<file path="src/rtl/cacheline_adaptor.sv">
// Bridges one 256-bit L2 cacheline transfer to a 4-beat 64-bit physical-memory burst (fill and writeback).
// Outputs are registered and updated together with the state, so no cache input reaches a memory output combinationally.
module cacheline_adaptor #(
    parameter int s_offset  = 5,
    parameter int s_line    = 256,
    parameter int s_burst   = 64,
    parameter int num_beats = s_line / s_burst
) (
    input  logic                clk,
    input  logic                reset,
    input  logic [s_line-1:0]   line_i,
    output logic [s_line-1:0]   line_o,
    input  logic [31:0]         address_i,
    input  logic                read_i,
    input  logic                write_i,
    output logic                resp_o,
    input  logic [s_burst-1:0]  burst_i,
    output logic [s_burst-1:0]  burst_o,
    output logic [31:0]         address_o,
    output logic                read_o,
    output logic                write_o,
    input  logic                resp_i,
    output logic [1:0]          dbg_state
);

    localparam int beat_w = $clog2(num_beats);
    localparam logic [beat_w-1:0] last_beat = beat_w'(num_beats - 1);

    typedef enum logic [1:0] {IDLE, RD_BURST, WR_BURST, DONE} state_t;

    state_t              state;
    logic [beat_w-1:0]   beat;
    logic [beat_w-1:0]   beat_nxt;
    logic [s_line-1:0]   line_buf;
    logic [31:0]         addr_q;
    logic [31:0]         line_addr;
    logic                unused_offset_bits;

    assign beat_nxt           = beat + 1'b1;
    assign line_addr          = {address_i[31:s_offset], {s_offset{1'b0}}};
    assign unused_offset_bits = ^address_i[s_offset-1:0];
    assign line_o             = line_buf;
    assign dbg_state          = state;

    // Write has priority over read in IDLE: a dirty victim must reach memory before the fill.
    always_ff @(posedge clk or negedge reset) begin
        if (!reset) begin
            state     <= IDLE;
            beat      <= '0;
            line_buf  <= '0;
            addr_q    <= '0;
            resp_o    <= 1'b0;
            read_o    <= 1'b0;
            write_o   <= 1'b0;
            burst_o   <= '0;
            address_o <= '0;
        end else begin
            resp_o <= 1'b0;
            case (state)
                IDLE: begin
                    if (write_i) begin
                        addr_q    <= line_addr;
                        address_o <= line_addr;
                        line_buf  <= line_i;
                        beat      <= '0;
                        write_o   <= 1'b1;
                        burst_o   <= line_i[s_burst-1:0];
                        state     <= WR_BURST;
                    end else if (read_i) begin
                        addr_q    <= line_addr;
                        address_o <= line_addr;
                        beat      <= '0;
                        read_o    <= 1'b1;
                        state     <= RD_BURST;
                    end
                end
                RD_BURST: begin
                    if (resp_i) begin
                        line_buf[int'(beat)*s_burst +: s_burst] <= burst_i;
                        beat <= beat_nxt;
                        if (beat == last_beat) begin
                            read_o    <= 1'b0;
                            address_o <= '0;
                            resp_o    <= 1'b1;
                            state     <= DONE;
                        end
                    end
                end
                WR_BURST: begin
                    if (resp_i) begin
                        beat <= beat_nxt;
                        if (beat == last_beat) begin
                            write_o   <= 1'b0;
                            address_o <= '0;
                            burst_o   <= '0;
                            resp_o    <= 1'b1;
                            state     <= DONE;
                        end else begin
                            burst_o <= line_buf[int'(beat_nxt)*s_burst +: s_burst];
                        end
                    end
                end
                DONE: begin
                    state <= IDLE;
                end
                default: state <= IDLE;
            endcase
        end
    end

endmodule
</file>
<file path="config.mk">
export PLATFORM = sky130hd
export DESIGN_NAME = cacheline_adaptor
export DESIGN_NICKNAME = d
export VERILOG_FILES = /design/src/rtl/cacheline_adaptor.sv
export SDC_FILE = /design/constraint.sdc
export NUM_CORES = 1
export LEC_CHECK = 0
export CAP_MARGIN = 0
export CORE_AREA = 4 4 275 277
export CTS_CLUSTER_DIAMETER = 200
export DETAILED_ROUTE_END_ITERATION = 10
export DIE_AREA = 0 0 279 281
export GPL_TIMING_DRIVEN = 0
export PLACE_DENSITY = 0.57
export SLEW_MARGIN = 40
export SYNTH_ARGS = -nofsm -noshare
export SYNTH_HDL_FRONTEND = slang
export SYNTH_SLANG_ARGS = --single-unit
</file>
<file path="constraint.sdc">
create_clock -name clk -period 3.3 [get_ports clk]
set_input_delay 0.33 -clock clk [delete_from_list [all_inputs] [get_ports clk]]
set_output_delay 0.33 -clock clk [all_outputs]
set_load 0.01 [all_outputs]
</file>
==> results of run 1 <==
per-layer routing:
| metal | part of all wire [%] | vias to the layer above | track usage [%] |
|---|---|---|---|
| li1 | - | 7291 | - |
| met1 | 38 | 9003 | 28.6 |
| met2 | 49 | 937 | 41.5 |
| met3 | 8.5 | 218 | 6.56 |
| met4 | 4.0 | 4 | 9.45 |
| met5 | 0.027 | - | 0 |
state kept, by name, summed over array words and instances (netlist names):
register / flops
address_o: 27
burst_o: 64
beat: 2
dbg_state: 2
write_o: 1
read_o: 1
resp_o: 1
line_o: 256
worst max path at each step:
stage | depth (start not counted) | to | startpoint | slack, ns
floorplan | 9 | burst_o[0] | beat[0] | 0.72
global placement | 1 | line_o[119] | reset | -14.96
detailed placement | 9 | burst_o[35] | beat[0] | -0.54
CTS | 10 | line_o[230] | beat[0] | 0.02
global route | 9 | burst_o[17] | beat[0] | -0.04
finish | 8 | burst_o[51] | beat[0] | 0.16
through the flow:
step | hold slack, ns | util, % | worst slack [ns]
floorplan | 0.0344 | - | 0.721
global placement | 0.470 | 37.4 | -14.96
detailed placement | 0.338 | 37.6 | -0.536
CTS | 0.138 | 39.7 | 0.0224
global route | 0.178 | 39.8 | -0.0387
finish | 0.187 | 39.8 | 0.159
power breakdown:
part / internal (mW) / total, mW / switching (mW)
clock: 3.10 / 5.13 / 2.03
sequential: 6.50 / 8.33 / 1.83
combinational: 9.22 / 18.4 / 9.18
total: 18.8 / 31.9 / 13.0
layout by cell type (no fill, tap or decap), drive strengths merged, types with 2 or more instances in the layout:
cell / count
clkinv: 5
mux2: 219
clkbuf: 131
nand2: 7
inv: 70
and2: 38
nor2b: 94
a32o: 192
conb: 5
clkdlybuf4s50: 701
mux4: 64
nand2b: 3
clkinvlp: 2
a221o: 64
a21oi: 5
a31oi: 64
and3b: 3
diode: 14
ha: 9
mux2i: 69
nor4b: 27
bufinv: 3
nor3: 2
buf: 108
o21ai: 3
dfrtp: 354
cells by family (layout without fill, tap and decap cells):
group,after synthesis,after routing
AND/OR/NAND/NOR,180,180
flip-flops,354,354
multiplexers,352,352
adder cells (fa/ha/maj),9,9
other,1,19
AO/OA/AOI/OAI,336,336
buffers and inverters,232,1021
timing repair:
action                     4_1_cts  5_1_grt
hold buffers                     1        0
buffers inserted                 0        0
hold endpoints to repair        59        0
setup endpoints to repair      181      134
pin swaps                        0        0
resized for setup               17        4
layout make-up:
type / count / area share (%)
buffer: 162 / 2.94
multi-input combinational: 882 / 31.2
sequential: 354 / 30.5
clock buffer: 66 / 4.75
timing repair buffer: 713 / 24.9
clock inverter: 10 / 0.462
inverter: 70 / 0.906
antenna: 14 / 0.121
tap: 959 / 4.14
==> key figures, run 1 <==
Timing
  • RSZ-0062 raised after global routing: yes
  • Worst Tran Pin Value: roughly 0.84 ns
  • Tmin final: approximately 3.1 ns
  • Post-Route Setup TNS: 0 ns
  • Final critical-path share of the clock period: 95.2%
  • Max Freq: roughly 320 MHz
  • Final Max Tran Viols: 0
  • Final hold vios: 0
  • Final Skew: ~0.014 ns
  • Max_slew headroom: between 40 and 50%
  • Final setup viols: 0

Setup path
  • Crit-path leading delay family: buffers and inverters
  • Crit path launch type: register
  • Worst Path Buf+Inv: 5
  • CP Cell Sequence: buf_2, buf_8, buf_6, inv_1, ha_1, clkbuf_1, mux4_2, a221o_1
  • Reg2Reg Depth: 8
  • CP peak stage delay: ~0.63 ns
  • Worst r2r src: beat[0]
  • CP max stage cell: clkbuf_1
  • Crit path kind: register to register
  • Reg2reg end: burst_o[51]
  • CP arrival: 3.60 ns
  • Critical Path RT: 3.76 ns
  • Crit-path max FO: 10
  • R2R setup slack: 0.16 ns
  • CP Capture Type: register

Hold path
  • Hold wc startpoint: resp_i
  • Hold Crit Class: input port to register
  • Hold endpoint: resp_o
  • Hold depth: 2

Power
  • P_leak: 11.8 nW
  • Pwr Density: about 1100 mW/mm2
  • Total power: ~32 mW
  • Worst-case vdd ir drop: between 0.5 and 0.6 mV

Final layout
  • Non-Filler Instances: between 3000 and 4000
  • Syn-to-layout area delta: 52.9%
  • Area of the multi-input gates: roughly 0.009 mm2
  • Final #Nets: ~2600
  • Fillers: between 6000 and 7000
  • FF+latch area: slightly below 0.009 mm2
  • Share of cells above drive strength 1: between 20% and 30%
  • Design area: approximately 0.029 mm2

Clocking
  • Clk Latency, worst-skew pair: 0.57 ns
  • CTS tree: built
  • Sink Count: around 350
  • TritonCTS buffer count: 45
  • H-tree depth: 2
  • CTS clk-pin slew, worst paths: approximately 0.060 ns
  • Clk Tree Root Cell: clkbuf_16
  • Clock Path Buffers: 3

Synthesis
  • Largest family of logic cells by synthesized area: multiplexers
  • Post-synth top area share: between 40% and 50%
  • Post-Synthesis Cells: about 1500
  • Yosys reg bits: about 350
  • Count leader, synth: dfrtp_1
  • Synth Area in Simple Gates: between 6 and 7%
  • Biggest area consumer among synthesized cells: dfrtp_1
  • Top FF cell, synth: dfrtp_1
  • Async S/R FF share, synth: 100%
  • Post-synthesis sequential area ratio: between 40% and 50%
  • Mux share of post-synthesis cell area: between 20% and 30%
  • Synth Cell Area: ~0.019 mm2
  • Top post-synthesis cells by area: dfrtp_1 47%, mux2_2 13%, a32o_1 10%, mux4_2 7.6%, mux2i_1 3.6%
  • Post-Syn Area per Cell: roughly 13 um2
  • Yosys warning total: 0
  • Post-synth EDFFs: 0
  • Count of cell types in the netlist: 45
  • Synth Area in XOR/XNOR: 0%
  • Adder-cell share of the synthesized area: less than 1%
  • Commonest cells post-synth: 354 x dfrtp_1, 217 x mux2_2, 192 x a32o_1
  • Compound-gate portion of the synthesized area: between 10% and 20%

Global route
  • Largest net degree at the start of global routing: 70
  • First-pass GRT wire length: between 100000 and 150000 um
  • Gr ovfl total: 0
  • Total track usage: approximately 24%
  • Initial antenna violation count: 15
  • Vias in the first global route: 18551

Place
  • Routability cong.: 0.902
  • # port buffers: about 700
  • Placed Cells: between 3000 and 4000
  • DP Wirelength: between 70000 and 80000 um
  • DP Area: 0.0274 mm2

Floorplanning
  • Ports: approximately 710
  • Num rows: 99
  • Die Area: around 0.08 mm2
  • Die Ht: roughly 280 um
  • Initial Util: roughly a quarter
  • Core Box Area: about 0.073 mm2
  • DIE WIDTH: 279 um

Drt
  • DR pass1 iterations: 5
  • Routed vias/inst: around 5.4
  • Post-route ant nets: 0
  • Iteration-0 DRC Markers: 1319
  • DR DRC count: 0
  • Drt total wl: between 90000 and 100000 um
  • Vias: between 15000 and 20000
  • Drt wl/cell: a little over 30 um

Outcome
  • Status: completed

Run
  • Max_cap viols: 0
Power figures use the tool's default switching activity.
==> run 2, diff against run 1 <==
--- a/config.mk
+++ b/config.mk
@@ -12,6 +12,7 @@
 export DIE_AREA = 0 0 279 281
 export GPL_TIMING_DRIVEN = 0
 export PLACE_DENSITY = 0.57
+export SETUP_SLACK_MARGIN = 0.02
 export SLEW_MARGIN = 40
 export SYNTH_ARGS = -nofsm -noshare
 export SYNTH_HDL_FRONTEND = slang
==> constraint.sdc (replaced) <==
create_clock -name clk -period 4 [get_ports clk]
set_input_delay 0.4 -clock clk [delete_from_list [all_inputs] [get_ports clk]]
set_output_delay 0.4 -clock clk [all_outputs]
set_load 0.01 [all_outputs]
==> key figures, run 2 (synthesis results as in run 1) <==
Clocking
  • Clock Path Buffers: 3
  • H-tree depth: 2
  • TritonCTS buffer count: between 40 and 50
  • Sink Count: around 350
  • Clk Latency, worst-skew pair: 0.57 ns
  • Clk Tree Root Cell: clkbuf_16
  • Cts hold-fix bufs: 1
  • CTS tree: built
  • Post-CTS setup buffers: 0
  • CTS clk-pin slew, worst paths: 0.06 ns
  • PostCTS Resize Cnt: 0

Timing
  • Max_slew headroom: roughly 41%
  • Tmin final: approximately 3.7 ns
  • Final Skew: ~0.016 ns
  • Final setup viols: 0
  • RSZ-0062 raised after global routing: no
  • Post-Route Setup TNS: 0 ns
  • Final critical-path share of the clock period: 93.6%
  • Final Max Tran Viols: 0
  • Worst Tran Pin Value: between 0.8 and 0.9 ns
  • Max Freq: 267 MHz
  • Final hold vios: 0

Global route
  • Gr ovfl total: 0
  • Initial antenna violation count: 15
  • Vias in the first global route: approximately 19000
  • Largest net degree at the start of global routing: 70
  • First-pass GRT wire length: approximately 140000 um
  • Total track usage: about a quarter

Final layout
  • Max reg flops: about 260
  • Finished Core Util: 39.8%
  • Design area: between 0.02 and 0.03 mm2
  • Most frequent cells in the layout: 701 x clkdlybuf4s50_1, 354 x dfrtp_1, 217 x mux2_2
  • Final #Nets: roughly 2600
  • Most common cell after layout, fill and taps aside: clkdlybuf4s50_1
  • Share of cells above drive strength 1: around a fifth
  • Syn-to-layout area delta: 52.7%
  • Non-Filler Instances: between 3000 and 4000

Setup path
  • CP arrival: 4.20 ns
  • Crit-path max FO: 10
  • Crit path kind: register to register
  • Crit path launch type: register
  • R2R setup slack: 0.26 ns
  • Critical Path RT: approximately 4.5 ns
  • Worst r2r src: beat[0]
  • CP Capture Type: register
  • Crit path launch: beat[0]

Place
  • # port buffers: around 700
  • DP Wirelength: between 70000 and 80000 um
  • Placed Cells: about 3100
  • Routability cong.: between 0.9 and 1
  • DP Area: approximately 0.027 mm2

Power
  • P_leak: about 12 nW
  • Pwr Density: 906 mW/mm2
  • Logic gate share of total power: 57.7%
  • Clock power share: 16.1%
  • Register share of total power: around a quarter
  • Cell-internal power: around 15 mW
  • Sw Ratio: approximately two fifths
  • Worst-case vdd ir drop: approximately 0.47 mV
  • Total power: approximately 26 mW
  • Sw Pwr: ~11 mW

Drt
  • DR DRC count: 0
  • DR pass1 iterations: 5
  • Vias: roughly 18000
  • Post-route ant nets: 0
  • Iteration-0 DRC Markers: 1229
  • Routed vias/inst: around 5.4
  • Drt total wl: roughly 99000 um
  • Drt wl/cell: 30.6 um

Floorplanning
  • Initial Util: a little over a quarter
  • Ports: 714
  • DIE WIDTH: 279 um
  • Num rows: 99
  • Die Area: ~0.08 mm2
  • Core Box Area: about 0.073 mm2
  • Die Ht: 281 um

Hold path
  • Hold Crit Class: input port to register
  • Hold wc startpoint: resp_i

Outcome
  • Status: completed

Run
  • Max_cap viols: 0
-- run 2: cell types whose count changed in the layout (fill, tap and decap cells not counted), sizes merged --
| cell | delta |
|---|---|
| clkbuf | -1 |
| buf | +1 |
| diode | -2 |
-- run 2: power by group through the flow --
stage,registers [mW],logic [mW],clock network (mW)
final,6.87,15.1,4.23
after global routing,7.03,16.0,4.46
after CTS,6.83,15.2,4.33
after detailed placement,6.86,15.2,0
after global placement,6.81,15.0,0
after floorplan,7.18,7.10,0
-- run 2: worst max-delay path: stages, from the launching register on --
cell,delay [ns]
dfrtp_1,0.38
buf_2,0.20
buf_6,0.27
buf_6,0.25
inv_1,0.13
ha_1,0.39
buf_2,0.46
clkbuf_1,0.73
mux4_2,0.45
a221o_1,0.34
-- run 2: layout make-up --
| type | instances | area (um2) |
|---|---|---|
| clock buffers | 66 | 1380 |
| clock inverters | 10 | 134 |
| fillers | 6934 | 43900 |
| inverters | 70 | 263 |
| repair buffers | 713 | 7220 |
| plain buffers | 162 | 815 |
| well taps | 959 | 1200 |
| multi-input cells | 882 | 9060 |
| flip-flops and latches | 354 | 8860 |
| diodes | 12 | 30.0 |
-- run 2: path summary, 6_finish.rpt --
path                       cells past startpoint          end
max                                            9  burst_o[56]
max reg2reg                                    9  burst_o[56]
max in group asynchronous                      4  line_o[126]
min in group asynchronous                      2  burst_o[27]
min reg2reg                                    1      write_o
min                                            2       resp_o
-- run 2: stage by stage --
stage,setup WS (ns),hold WS [ns]
detailed placement,0.164,0.408
floorplan,1.42,0.104
finish,0.255,0.263
CTS,0.150,0.208
global placement,-14.33,0.470
global route,0.0516,0.248
-- run 2: metal layers --
| layer | global-route usage (%) | share of wire (%) | up-vias |
|---|---|---|---|
| li1 | - | - | 7288 |
| met1 | 28.6 | 38 | 9090 |
| met2 | 41.5 | 49 | 973 |
| met3 | 6.61 | 8.6 | 227 |
| met4 | 9.46 | 4.2 | 4 |
| met5 | 0 | 0.034 | - |
